## config.mk

```make
export PLATFORM = sky130hd
export DESIGN_NAME = stereo_gray_scheduler
export DESIGN_NICKNAME = d
export VERILOG_FILES = /design/src/rtl/stereo_gray_pkg.sv /design/src/rtl/gray_pix_fifo.sv /design/src/rtl/stereo_gray_scheduler.sv
export SDC_FILE = /design/constraint.sdc
export NUM_CORES = 1
export LEC_CHECK = 0
export ABC_AREA = 1
export CAP_MARGIN = 30
export CORE_ASPECT_RATIO = 1.25
export CORE_UTILIZATION = 35
export DETAILED_ROUTE_END_ITERATION = 7
export MAX_ROUTING_LAYER = met4
export PLACE_DENSITY_LB_ADDON = 0.25
export SYNTH_ARGS = -nofsm -noshare
export SYNTH_HDL_FRONTEND = slang
export SYNTH_HIERARCHICAL = 1
export SYNTH_SLANG_ARGS = --single-unit
```

## constraint.sdc

```tcl
create_clock -name clk -period 7.2 [get_ports clk]
set_input_delay 1.08 -clock clk [delete_from_list [all_inputs] [get_ports clk]]
set_output_delay 1.08 -clock clk [all_outputs]
set_load 0.005 [all_outputs]
```

## src/rtl/stereo_gray_pkg.sv

```systemverilog
// Shared types for the stereo gray scheduler: camera side IDs and packed RGB pixels.
package stereo_gray_pkg;
  localparam int PIX_W = 8;

  typedef enum logic {CH_L = 1'b0, CH_R = 1'b1} chan_t;

  typedef struct packed {
    logic [PIX_W-1:0] r;
    logic [PIX_W-1:0] g;
    logic [PIX_W-1:0] b;
  } rgb_t;
endpackage

```

## src/rtl/gray_pix_fifo.sv

```systemverilog
// Show-ahead synchronous FIFO of RGB pixels; push while full is accepted when the same cycle pops.
module gray_pix_fifo
  import stereo_gray_pkg::*;
#(
  parameter int DEPTH = 8
) (
  input  logic                   clk,
  input  logic                   rst_n,
  input  logic                   push,
  input  rgb_t                   din,
  input  logic                   pop,
  output rgb_t                   dout,
  output logic                   empty,
  output logic                   full,
  output logic [$clog2(DEPTH):0] count
);
  localparam int AW    = $clog2(DEPTH);
  localparam int CNT_W = AW + 1;

  rgb_t            mem [DEPTH];
  logic [AW-1:0]   wr_ptr;
  logic [AW-1:0]   rd_ptr;
  logic            do_push;
  logic            do_pop;

  assign empty   = (count == CNT_W'(0));
  assign full    = (count == CNT_W'(DEPTH));
  assign do_pop  = pop & ~empty;
  assign do_push = push & (~full | do_pop);
  assign dout    = mem[rd_ptr];

  // Pointer and occupancy bookkeeping; pointers wrap naturally at DEPTH.
  always_ff @(posedge clk or negedge rst_n) begin
    if (!rst_n) begin
      wr_ptr <= '0;
      rd_ptr <= '0;
      count  <= '0;
    end else begin
      if (do_push) wr_ptr <= wr_ptr + AW'(1);
      if (do_pop)  rd_ptr <= rd_ptr + AW'(1);
      case ({do_push, do_pop})
        2'b10:   count <= count + CNT_W'(1);
        2'b01:   count <= count - CNT_W'(1);
        default: count <= count;
      endcase
    end
  end

  // Storage array: contents need no reset since the pointers define validity.
  always_ff @(posedge clk) begin
    if (do_push) mem[wr_ptr] <= din;
  end
endmodule

```

## src/rtl/stereo_gray_scheduler.sv

```systemverilog
// Round-robin share of one gray converter between left/right cameras with per-side result demux.
// Optional macro STEREO_GRAY_STATS_EN adds saturating 16-bit per-side drop counters.
module stereo_gray_scheduler
  import stereo_gray_pkg::*;
#(
  parameter int FIFO_DEPTH = 8,
  parameter int CONV_LAT   = 1
) (
  input  logic             clk,
  input  logic             rst_n,
  input  logic             i_L_DVAL,
  input  logic [PIX_W-1:0] i_L_Red,
  input  logic [PIX_W-1:0] i_L_Green,
  input  logic [PIX_W-1:0] i_L_Blue,
  input  logic             i_R_DVAL,
  input  logic [PIX_W-1:0] i_R_Red,
  input  logic [PIX_W-1:0] i_R_Green,
  input  logic [PIX_W-1:0] i_R_Blue,
  output logic             o_conv_DVAL,
  output logic [PIX_W-1:0] o_conv_Red,
  output logic [PIX_W-1:0] o_conv_Green,
  output logic [PIX_W-1:0] o_conv_Blue,
  input  logic             i_conv_DVAL,
  input  logic [PIX_W-1:0] i_conv_gray,
  output logic             o_L_DVAL,
  output logic [PIX_W-1:0] o_L_gray,
  output logic             o_R_DVAL,
  output logic [PIX_W-1:0] o_R_gray,
  input  logic             i_clr_ovf,
  output logic             o_L_ovf,
  output logic             o_R_ovf
`ifdef STEREO_GRAY_STATS_EN
  ,
  output logic [15:0]      o_L_drop_cnt,
  output logic [15:0]      o_R_drop_cnt
`endif
);
  localparam int CNT_W = $clog2(FIFO_DEPTH) + 1;

  rgb_t                l_din, r_din, l_head, r_head, conv_pix;
  logic                l_empty, r_empty, l_full, r_full;
  logic [CNT_W-1:0]    l_count, r_count;
  logic                l_push, r_push, l_pop, r_pop, l_drop, r_drop;
  logic                any_rdy, hit;
  chan_t               prio, grant, tag_side;
  logic [CONV_LAT-1:0] tag_vld, tag_ch;

  assign l_din = {i_L_Red, i_L_Green, i_L_Blue};
  assign r_din = {i_R_Red, i_R_Green, i_R_Blue};

  gray_pix_fifo #(.DEPTH(FIFO_DEPTH)) u_fifo_l (
    .clk(clk), .rst_n(rst_n), .push(l_push), .din(l_din), .pop(l_pop),
    .dout(l_head), .empty(l_empty), .full(l_full), .count(l_count)
  );

  gray_pix_fifo #(.DEPTH(FIFO_DEPTH)) u_fifo_r (
    .clk(clk), .rst_n(rst_n), .push(r_push), .din(r_din), .pop(r_pop),
    .dout(r_head), .empty(r_empty), .full(r_full), .count(r_count)
  );

  assign any_rdy = ~l_empty | ~r_empty;
  assign l_pop   = any_rdy & (grant == CH_L);
  assign r_pop   = any_rdy & (grant == CH_R);
  // A full FIFO still accepts when it pops in the same cycle.
  assign l_push  = i_L_DVAL & (~l_full | l_pop);
  assign r_push  = i_R_DVAL & (~r_full | r_pop);
  assign l_drop  = i_L_DVAL & (l_count == CNT_W'(FIFO_DEPTH)) & ~l_pop;
  assign r_drop  = i_R_DVAL & (r_count == CNT_W'(FIFO_DEPTH)) & ~r_pop;

  // Round-robin pick: prio names the side that wins a tie.
  always_comb begin
    if (!l_empty && !r_empty) grant = prio;
    else if (!r_empty)        grant = CH_R;
    else                      grant = CH_L;
  end

  // Issue mux toward the converter, zero when idle.
  always_comb begin
    if (!any_rdy)              conv_pix = '0;
    else if (grant == CH_L)    conv_pix = l_head;
    else                       conv_pix = r_head;
  end

  assign o_conv_DVAL  = any_rdy;
  assign o_conv_Red   = conv_pix.r;
  assign o_conv_Green = conv_pix.g;
  assign o_conv_Blue  = conv_pix.b;

  assign tag_side = chan_t'(tag_ch[CONV_LAT-1]);
  assign hit      = i_conv_DVAL & tag_vld[CONV_LAT-1];

  // Tie priority flips away from each grant; the tag pipe tracks converter latency.
  always_ff @(posedge clk or negedge rst_n) begin
    if (!rst_n) begin
      prio    <= CH_L;
      tag_vld <= '0;
      tag_ch  <= '0;
    end else begin
      if (any_rdy) prio <= (grant == CH_L) ? CH_R : CH_L;
      tag_vld <= (tag_vld << 1) | CONV_LAT'(any_rdy);
      tag_ch  <= (tag_ch << 1)  | CONV_LAT'(grant == CH_R);
    end
  end

  // Result demux into per-side output registers.
  always_ff @(posedge clk or negedge rst_n) begin
    if (!rst_n) begin
      o_L_DVAL <= 1'b0;
      o_R_DVAL <= 1'b0;
      o_L_gray <= '0;
      o_R_gray <= '0;
    end else begin
      o_L_DVAL <= hit & (tag_side == CH_L);
      o_R_DVAL <= hit & (tag_side == CH_R);
      if (hit && tag_side == CH_L) o_L_gray <= i_conv_gray;
      if (hit && tag_side == CH_R) o_R_gray <= i_conv_gray;
    end
  end

  // Sticky overflow flags; clear wins over a same-cycle drop.
  always_ff @(posedge clk or negedge rst_n) begin
    if (!rst_n) begin
      o_L_ovf <= 1'b0;
      o_R_ovf <= 1'b0;
    end else if (i_clr_ovf) begin
      o_L_ovf <= 1'b0;
      o_R_ovf <= 1'b0;
    end else begin
      o_L_ovf <= o_L_ovf | l_drop;
      o_R_ovf <= o_R_ovf | r_drop;
    end
  end

`ifdef STEREO_GRAY_STATS_EN
  // Saturating drop counters sharing the overflow clear.
  always_ff @(posedge clk or negedge rst_n) begin
    if (!rst_n) begin
      o_L_drop_cnt <= 16'h0000;
      o_R_drop_cnt <= 16'h0000;
    end else if (i_clr_ovf) begin
      o_L_drop_cnt <= 16'h0000;
      o_R_drop_cnt <= 16'h0000;
    end else begin
      if (l_drop && o_L_drop_cnt != 16'hFFFF) o_L_drop_cnt <= o_L_drop_cnt + 16'd1;
      if (r_drop && o_R_drop_cnt != 16'hFFFF) o_R_drop_cnt <= o_R_drop_cnt + 16'd1;
    end
  end
`endif
endmodule
```

After elaboration in Yosys (flattened, before gate mapping):

Memory sizes are Yosys's and may differ from the RTL's.
Cells that the tools add are included.

* register bits after elaboration: 43
* word-level logic and storage cells: 83
* output and inout port bits: 45
* RAM bits: 384
* input port bits: 62
* memories: 2

Memory list
* u_fifo_l.mem: depth 8, width 24, rd ports 1, clocked after Yosys merged registers in 0, write ports 1, RTL line gray_pix_fifo.sv:20 `rgb_t mem [DEPTH];`
* u_fifo_r.mem: depth 8, width 24, rd ports 1, clocked after Yosys merged registers in 0, write ports 1, RTL line gray_pix_fifo.sv:20

* eq/ne operators: 6
* reductions and logical operators: 9
* add/subtract/negate cells: 8
* multiplexer cells: 13
* bitwise operators: 30

Operator list (count)
* 24-bit two-way mux: 2
* 4-bit one-hot mux with 2 select lines: 2
* 1-bit AND: 15
* 3-bit by 1-bit adder with 3-bit output (second input constant): 4
* 1-bit two-way mux: 9
* 4-bit by 1-bit adder with 4-bit output (second input constant): 2
* 4-bit == test (second input constant): 2
* 4-bit zero test: 2
* 1-bit NOT: 8
* 4-bit by 1-bit subtractor with 4-bit output (second input constant): 2
* 1-bit OR: 7
* 2-bit by 1-bit == test with 1-bit output (second input constant): 2
* 2-bit == test (second input constant): 2
* 2-bit nonzero test: 2
* 1-bit logical AND: 3
* 1-bit zero test: 2

Depth between registers and ports, before layout:

Gate-level depths: netlist (run 1).

* depth in word-level cells: 11
* mapped depth: 17
* gate-level depth less buffers: 17

By module:

The synthesis (run 1) kept the hierarchy.

Modules (own cells, without submodules)
* gray_pix_fifo: times used 2, seq. area each 6015.8 µm², cells an instance 616, area an instance 8146.6 µm²
* stereo_gray_scheduler: times used 1, seq. area each 575.6 µm², cells an instance 173, area an instance 1243.7 µm²

Worst setup path before layout (run 1):

OpenSTA, ideal clock, no wires.

* path kind: input port to flip-flop
* from: input i_L_DVAL
* to: memory u_fifo_l/mem[7][0] (netlist name) (enable)
* data required time: 6765 ps
* setup slack: 3424 ps
* buffers on the path: 0
* arrival: 3341 ps
* stages: 3
* setup time: 435 ps
* path through: a21boi_0 -> nand2_2 -> nor3_1

* longest elaborated chain between the ends: 4

RTL lines
* start: declaration: RTL line stereo_gray_scheduler.sv:11 `input logic i_L_DVAL,`
* 1-bit AND: RTL line stereo_gray_scheduler.sv:65 `assign l_push = i_L_DVAL & (~l_full | l_pop);`
* 1-bit AND: RTL line gray_pix_fifo.sv:29 `assign do_push = push & (~full | do_pop);`
* 1-bit two-way mux: RTL line gray_pix_fifo.sv:51 `if (do_push) mem[wr_ptr] <= din;`
* 1-bit two-way mux (not written as such): RTL line gray_pix_fifo.sv:51
* end: declaration: RTL line gray_pix_fifo.sv:20

Every way passes these cells.

==> results of run 1 <==
synth_stat cells, types with 10 or more instances:
master      n
edfxtp_1  384
nand2_1   257
nor2_1    212
o21ai_0   149
o21ai_1    62
mux2i_1    48
o22ai_1    48
dfrtp_1    43
inv_1      43
buf_2      26
nand3_1    21
buf_4      10
buf_6      10
clkbuf_1   10
clkbuf_2   10
routing by layer:
metal | global-route usage [%] | wire length, um
met4 | 5.39 | 1030
met5 | - | 0
met2 | 27.4 | 20000
met3 | 2.41 | 1650
met1 | 19.6 | 17000
report_power, final:
group / switching [W] / internal, W
registers: 0.000233 / 0.00317
clock network: 0.000878 / 0.00129
logic: 0.00199 / 0.00119
cell type report:
cell class                      instances  area (um^2)  area share (%)
Antenna cell                            5         12.5          0.0610
Sequential cell                       427        12600            61.5
Timing Repair Buffer                  133         1270            6.20
Clock inverter                         26          305            1.49
Inverter                               51          194           0.946
Clock buffer                           46         1040            5.10
Multi-Input combinational cell        853         4240            20.7
Tap cell                              651          815            3.97
registers in the layout (all words and copies together), names as in the netlist:
register,flops
o_R_gray,8
u_fifo_r/rd_ptr,3
o_L_gray,8
tag_vld,1
tag_ch,1
u_fifo_r/mem,192
o_R_ovf,1
u_fifo_l/mem,192
prio,1
o_R_DVAL,1
u_fifo_r/wr_ptr,3
u_fifo_l/count,4
u_fifo_l/rd_ptr,3
o_L_DVAL,1
o_L_ovf,1
u_fifo_r/count,4
u_fifo_l/wr_ptr,3
per-stage QoR:
stage          hold WS (ps)  std cells  setup WS, ps  utilization, %
2_1_floorplan           470       1405          3420               -
3_3_place_gp            467       2114          3230            38.7
3_5_place_dp            476       2115          3230            38.7
4_1_cts                 416       2187          2650            41.5
5_1_grt                 436       2192          2410            41.5
6_report                437       2192          2720            41.5
how the worst min path moves through the flow:
stage	to	start	slack, ps
floorplan	u_fifo_l/wr_ptr[0]	u_fifo_l/wr_ptr[0]	470
global placement	o_R_gray[1]	o_R_gray[1]	470
detailed placement	o_R_gray[1]	o_R_gray[1]	480
CTS	o_R_gray[6]	rst_n	420
global route	o_R_gray[6]	rst_n	440
finish	o_R_gray[6]	rst_n	440
kinds of logic (layout without fill, tap and decap cells):
family                   after synthesis  count (layout)  synth area share [%]
XOR/XNOR                              10              10                 0.499
AO/OA/AOI/OAI                        271             271                  8.20
AND/OR/NAND/NOR                      512             512                  11.5
buffers and inverters                125             256                  4.27
multiplexers                          50              50                  2.87
flip-flops                           427             427                  71.9
adder cells (fa/ha/maj)               10              10                 0.799
other                                  0               5                     0
worst register-to-register path: cells and delay by family (launching register included):
family	cells	cell delay (ps)
AO/OA/AOI/OAI	3	810
flip-flops	1	440
AND/OR/NAND/NOR	7	830
adder cells (fa/ha/maj)	1	320
buffers and inverters	4	390
==> flow_summary.yaml, run 1 <==
sta:
  tns_ps: 0
  finalSetupViolCount: 0
  fin_crit_ps: 4480
  finalCritPeriodShare_pct: 62.2
  rsz0062_at_grt: "false"
  slew_viol_final: 0
  worst_pin_slew_ps: 1000
  max_freq_mhz: 223
  finalHoldViolations: 0
  slew_headroom_pct: 33.2
  final.setup_skew_ps: 11.9
clock_tree:
  cts.sinks: 427
  post_cts_resized: 0
  htree_levels: 2
  cts_root_buf: "clkbuf_16"
  clk-insertion-delay-late_ps: 540
  cts_tree: "done"
  cts-buffers-inserted: 40
  clockBufferDepth: 3
  cts_hold_buf: 0
  postCtsSetupBuffers: 0
  clkTransAtPathRegs_ps: 70
critical_path:
  required_ps: 6120
  crit_top_cell: "nand2_1"
  r2r_start: "u_fifo_l/count[1]"
  cp-startpoint: "u_fifo_l/rd_ptr[1]"
  critPathKind: "register to output pin"
  cp_cell_sequence: "buf_4 -> o21ai_0 -> o22ai_1 -> nand2_1 -> nand2_1 -> nand2_1 -> nand2_1 -> clkdlybuf4s50_1"
  path_max_fanout: 59
  cp_slowest_cell: "dfrtp_2"
  worstReg2RegEnd: "u_fifo_r/count[3]"
  crit_path_max_incr_delay_ps: 1020
  arrival_ps: 3400
  crit_family: "flip-flops"
  end_kind: "output pin"
  rr_worst_depth: 15
  reg2reg_slack_ps: 4320
  endpoint: "o_conv_Green[6]"
  start_kind: "register"
  cp_num_buf_inv: 2
  worst-path-stages: 8
layout:
  drive_above_1_share_pct: 8.46
  final_cell_mix: "edfxtp_1 (384), nand2_1 (257), nor2_1 (204)"
  nets: 1578
  layout_commonest_cell: "edfxtp_1"
  syn2layout_area_growth_pct: 16.9
  fillers: 4591
  fin_area_um2: 20500
placed_design:
  dp_hpwl_um: 22900
  place_area_um2: 19100
  gp_congestion: 0.763
  place.port_buffers: 106
synth:
  ys.flop_type: "edfxtp_1"
  syn_area_um2: 17500
  yosysTopAreaCell: "edfxtp_1"
  synth_top_cells_by_area: "edfxtp_1 (66%), dfrtp_1 (6.1%), nand2_1 (5.5%)"
  synth_cells: 1405
  yosysWarningCount: 6
  synth-seq-cells: 427
  mappedNetlistNets: 1477
  synth-edff-count: 384
  synthArstFlopShare_pct: 10.1
  synth_top_area_share_pct: 65.8
  ys_types: 34
  syn_avg_cell_area_um2: 12.5
  ys_seq_area_share_pct: 71.9
floorplanning:
  io_pins: 107
  die_area_um2: 51000
  initial_core_util_pct: 35.5
  die_y_um: 252
  core_um2: 49400
  die_w_um: 202
  row_count: 91
worst_hold_path:
  min_path_type: "input port to asynchronous set/reset pin"
global_route:
  grt_pass1_wl_um: 61700
  grt_max_degree: 99
  grt_pass1_vias: 10400
  antenna_found_initial: 5
  track_usage_pct: 16.1
  grt_overflow: 0
pwr:
  power_density_nw_per_um2: 427
  p_leak_nw: 7.41
  ir_worst_vdd_uv: 184
  finalPower_w: 0.00875
detailed_routing:
  drc: 0
  via_count: 10600
  wl_per_cell_um: 18.1
  drt_iter0_drc: 694
  first_pass_iters: 5
  postRouteAntennaNets: 0
  via_per_inst: 4.84
  totalWireLength_um: 39600
outcome:
  status: "complete, no violations"
flow_run:
  drv_cap: 0
No activity file was read; power rests on OpenSTA's default activity.
==> run 2, diff against run 1 <==
==> constraint.sdc (replaced) <==
create_clock -name clk -period 3.7 [get_ports clk]
set_input_delay 0.555 -clock clk [delete_from_list [all_inputs] [get_ports clk]]
set_output_delay 0.555 -clock clk [all_outputs]
set_load 0.005 [all_outputs]
==> run 2 against run 1 <==
Against the previous run: combinational power is 110% higher; clock-buffer cell count is 10 higher; wire length rose by 1.7%; worst hold slack hardly changed; cell count increased by 0.50%; die area unchanged; clock power rose by 97%; non-clock buffer count is 12 higher; sequential cell count unchanged; clock skew shrank 4.2 ps; via count is 0.33% higher.
==> flow_summary.yaml, run 2 (synthesized netlist as in run 1, its figures left out) <==
outcome:
  status: "complete, no violations"
sta:
  finalHoldViolations: 0
  tns_ps: 0
  hold_slack_ps: 437
  max_freq_mhz: 295
  fin_crit_ps: 3390
  slew_headroom_pct: 56.5
  slew_viol_final: 0
  rsz0062_at_grt: "false"
  finalCritPeriodShare_pct: 91.7
  worst_pin_slew_ps: 647
  final.setup_skew_ps: 7.70
  finalSetupViolCount: 0
floorplanning:
  die_area_um2: 51000
  io_pins: 107
  die_w_um: 202
  initial_core_util_pct: 35.5
  die_y_um: 252
  row_count: 91
  core_um2: 49400
clock_tree:
  htree_levels: 2
  cts_tree: "done"
  clkTransAtPathRegs_ps: 60
  cts_root_buf: "clkbuf_16"
  cts.sinks: 427
  clk-insertion-delay-late_ps: 540
  postCtsSetupBuffers: 0
  clockBufferDepth: 3
  cts-buffers-inserted: 40
global_route:
  grt_max_degree: 65
  grt_overflow: 0
  antenna_found_initial: 2
  grt_pass1_vias: 10700
  grt_pass1_wl_um: 62400
  track_usage_pct: 16.4
layout:
  final_cell_mix: "edfxtp_1 (384), nand2_1 (257), nor2_1 (204)"
  syn2layout_area_growth_pct: 17.8
  nets: 1590
  drive_above_1_share_pct: 9.16
  layout_commonest_cell: "edfxtp_1"
  largestRegisters: "u_fifo_l/mem: 192 flops, u_fifo_r/mem: 192 flops"
placed_design:
  gp_congestion: 0.770
  place.port_buffers: 106
  dp_hpwl_um: 23900
critical_path:
  path_max_fanout: 23
  crit_path_max_incr_delay_ps: 530
  crit_family: "buffers and inverters"
  r2r_start: "u_fifo_l/count[1]"
  arrival_ps: 2840
  end_kind: "output pin"
  required_ps: 3140
  cp_slowest_cell: "dfrtp_4"
  start_kind: "register"
  cp-startpoint: "u_fifo_r/rd_ptr[0]"
  cp_num_buf_inv: 3
  reg2reg_slack_ps: 790
  critPathKind: "register to output pin"
  cp_cell_sequence: "inv_2 -> buf_4 -> nor2_1 -> o22ai_1 -> nand2_1 -> nand2_1 -> nand2_1 -> nand2_1 -> clkdlybuf4s50_1"
  worstReg2RegEnd: "u_fifo_r/count[3]"
  crit_top_cell: "nand2_1"
  rr_worst_depth: 15
detailed_routing:
  via_per_inst: 4.83
  drt_iter0_drc: 686
  postRouteAntennaNets: 0
  wl_per_cell_um: 18.3
  via_count: 10600
  totalWireLength_um: 40300
  first_pass_iters: 4
  drc: 0
pwr:
  power_density_nw_per_um2: 838
  ir_worst_vdd_uv: 420
  p_leak_nw: 7.50
flow_run:
  drv_cap: 0
worst_hold_path:
  min_path_type: "input port to asynchronous set/reset pin"
-- run 2: through the flow --
step	area [um^2]	total power (W)	utilization [%]	cells	worst slack, ps
finish	20700	0.0173	41.8	2203	308
floorplan	17500	0.0108	-	1405	132
CTS	20700	0.0175	41.8	2201	180
detailed placement	19300	0.0132	39.0	2126	669
global route	20700	0.0184	41.8	2203	136
global placement	19300	0.0131	39.0	2125	814
-- run 2: cell type report --
type	count	area [um^2]
multi-input combinational	853	4240
tap	651	815
timing repair buffer	145	1430
clock buffer	56	1110
inverter	51	194
antenna	2	5.00
clock inverter	18	249
fill	4620	28800
sequential	427	12600
-- run 2: repair_timing --
item                                   CTS  global route
gates resized for setup                  0             1
endpoints found under the hold margin   11             0
setup endpoints to repair                0             2
hold buffers                             1             0
-- run 2: routing by layer --
layer / track usage [%] / vias to the layer above / routed length, um
met5: - / - / 0
met3: 2.27 / 60 / 1430
met4: 5.44 / 0 / 1060
met2: 28.4 / 186 / 20800
met1: 19.6 / 5231 / 17000
li1: - / 5171 / -
-- run 2: how the worst max path moves through the flow --
stage	to	slack, ps	cells past startpoint
after CTS	o_conv_Green[3]	180	8
after detailed placement	u_fifo_r/count[3]	670	12
final	o_conv_Green[4]	310	9
after floorplan	u_fifo_l/mem[7][0]	130	7
after global placement	o_conv_Green[4]	810	8
after global routing	o_conv_Green[4]	140	9
-- run 2: report_power, final --
group	internal, W	switching, W
clock network	0.00253	0.00174
registers	0.00616	0.000340
logic	0.00244	0.00410
total	0.0111	0.00618
==> run 3, diff against run 2 <==
--- a/config.mk
+++ b/config.mk
@@ -5,7 +5,6 @@
 export SDC_FILE = /design/constraint.sdc
 export NUM_CORES = 1
 export LEC_CHECK = 0
-export ABC_AREA = 1
 export CAP_MARGIN = 30
 export CORE_ASPECT_RATIO = 1.25
 export CORE_UTILIZATION = 35
==> run 3 against run 2 <==
Against the previous run: maximum frequency is 4.4% lower; largest cell class unchanged; critical path depth is 3 lower; sequential share of layout area is 0.32 points lower; first-iteration DRC count is 43% lower; sequential cell count stayed put; via count is 23% lower; synthesized area is 1.8% lower.
==> flow_summary.yaml, run 3 <==
critical_path:
  endpoint: "o_conv_Blue[4]"
  end_kind: "output pin"
  cp-startpoint: "u_fifo_l/rd_ptr[1]"
  cp_slowest_cell: "dfrtp_2"
  r2r_start: "u_fifo_r/count[1]"
  critPathKind: "register to output pin"
  arrival_ps: 2990
  rr_worst_depth: 11
  reg2reg_slack_ps: 560
  path_max_fanout: 31
  worstReg2RegEnd: "u_fifo_r/count[3]"
  start_kind: "register"
  crit_path_max_incr_delay_ps: 850
  required_ps: 3140
  cp_cell_sequence: "buf_4 -> mux4_2 -> mux2_4 -> nand2_1 -> o21ai_1 -> clkdlybuf4s50_1"
layout:
  drive_above_1_share_pct: 30.8
  largestRegisters: "u_fifo_l/mem: 192 flops, u_fifo_r/mem: 192 flops"
  nets: 1088
  layout_commonest_cell: "edfxtp_1"
  final_cell_mix: "edfxtp_1 (384), clkdlybuf4s50_1 (105), mux4_2 (96)"
  fillers: 4252
  final_util_pct: 42.9
  syn2layout_area_growth_pct: 20.6
synth:
  yosysTopAreaCell: "edfxtp_1"
  mappedNetlistNets: 930
  syn_area_um2: 17200
  yosysWarningCount: 6
  synth_top_area_share_pct: 66.9
  ys_seq_area_share_pct: 73.2
  synthArstFlopShare_pct: 10.1
  ys.flop_type: "edfxtp_1"
  syn_avg_cell_area_um2: 20.1
  post-synth-top-count-cell: "edfxtp_1"
  netlist_top_cells_count: "edfxtp_1 (384), mux4_2 (96), nand2_1 (70), mux2_2 (48), dfrtp_1 (43)"
  synth_cells: 858
  ys_types: 45
  synth_top_cells_by_area: "edfxtp_1 (67%), mux4_2 (13%), dfrtp_1 (6.2%)"
  synth-seq-cells: 427
  synth-edff-count: 384
sta:
  slew_viol_final: 0
  fin_crit_ps: 3550
  final.setup_skew_ps: 20.1
  rsz0062_at_grt: "false"
  slew_headroom_pct: 48.8
  tns_ps: 0
  max_freq_mhz: 282
  finalHoldViolations: 0
  finalSetupViolCount: 0
  worst_pin_slew_ps: 768
  finalCritPeriodShare_pct: 95.9
global_route:
  antenna_found_initial: 4
  grt_overflow: 0
  track_usage_pct: 14.8
  grt_pass1_vias: 8683
  grt_pass1_wl_um: 53800
  grt_max_degree: 51
clock_tree:
  cts_root_buf: "clkbuf_16"
  cts_hold_buf: 0
  clockBufferDepth: 3
  clkTransAtPathRegs_ps: 60
  htree_levels: 2
  cts-buffers-inserted: 43
  cts_tree: "done"
  clk-insertion-delay-late_ps: 560
  cts.sinks: 427
detailed_routing:
  via_per_inst: 4.85
  via_count: 8221
  totalWireLength_um: 35500
  postRouteAntennaNets: 0
  drc: 0
  drt_iter0_drc: 392
  wl_per_cell_um: 20.9
  first_pass_iters: 4
floorplanning:
  core_um2: 48400
  die_area_um2: 50100
  die_w_um: 200
  io_pins: 107
  die_y_um: 250
  row_count: 90
  initial_core_util_pct: 35.6
pwr:
  p_leak_nw: 6.99
  ir_worst_vdd_uv: 343
  power_density_nw_per_um2: 837
worst_hold_path:
  min_path_type: "input port to asynchronous set/reset pin"
placed_design:
  gp_congestion: 0.765
  place.port_buffers: 106
  dp_hpwl_um: 22000
outcome:
  status: "complete, no violations"
flow_run:
  drv_cap: 0
[run 3: logic make-up after synthesis]
group,share of synthesized area [%]
flip-flops,73.2
multiplexers,17.6
AND/OR/NAND/NOR,3.30
AO/OA/AOI/OAI,2.45
buffers and inverters,2.14
XOR/XNOR,0.508
adder cells (fa/ha/maj),0.814
[run 3: critical path, delay by kind of cell (launching register included)]
family	cells	cell delay, ps
AOI/OAI and AO/OA	1	90
buffers and inverters	2	820
DFF	1	850
muxes	2	610
and+or+nand+nor	1	60
[run 3: how the worst min path moves through the flow]
stage,endpoint,slack [ps],cells past startpoint
after floorplan,o_L_DVAL,260,0
after global placement,o_L_gray[1],490,1
after detailed placement,o_R_gray[6],490,1
after CTS,o_R_DVAL,20,1
after global routing,u_fifo_r/wr_ptr[0],40,1
final,o_L_gray[6],20,1
[run 3: through the flow]
stage / total power, W / setup WS (ps) / instance area [um^2] / hold slack (ps) / cells
floorplan: 0.0107 / -12.6 / 17200 / 259 / 858
finish: 0.0174 / 151 / 20800 / 23.7 / 1696
detailed placement: 0.0132 / 614 / 19300 / 493 / 1609
global placement: 0.0131 / 643 / 19300 / 490 / 1608
global route: 0.0182 / 32.8 / 20800 / 37.8 / 1696
CTS: 0.0176 / 48.1 / 20700 / 19.3 / 1686
[run 3: final cells by class]
cell class	instances	area (um^2)	area share, %
inverters	18	67.6	0.325
well taps	644	806	3.88
diodes	4	10.0	0.0482
repair buffers	154	1510	7.28
flip-flops and latches	427	12600	60.7
clock inverters	29	327	1.57
clock buffers	48	1100	5.32
multi-input cells	372	4330	20.8
[run 3: where the power goes]
| group | total [W] | internal [W] | switching [W] | leakage (nW) |
|---|---|---|---|---|
| Clock | 0.00438 | 0.00258 | 0.00180 | 0.698 |
| Sequential | 0.00673 | 0.00616 | 0.000573 | 3.99 |
| Combinational | 0.00626 | 0.00335 | 0.00292 | 2.30 |
| Total | 0.0174 | 0.0121 | 0.00529 | 6.99 |
[run 3: timing repair]
item                       in CTS  in global routing
resized for setup               0                  1
setup endpoints to repair       0                 10
buffers inserted                0                  6
[run 3: per-layer routing]
layer  vias to the layer above  GRT usage [%]  share of wire (%)  wire, um
met1                      4294           17.5                 42     14700
met2                       121           25.4                 52     18500
met4                         0           4.65                2.4       835
met3                        53           2.70                3.9      1390
li1                       3753              -                  -         -
met5                         -              -                  0         0
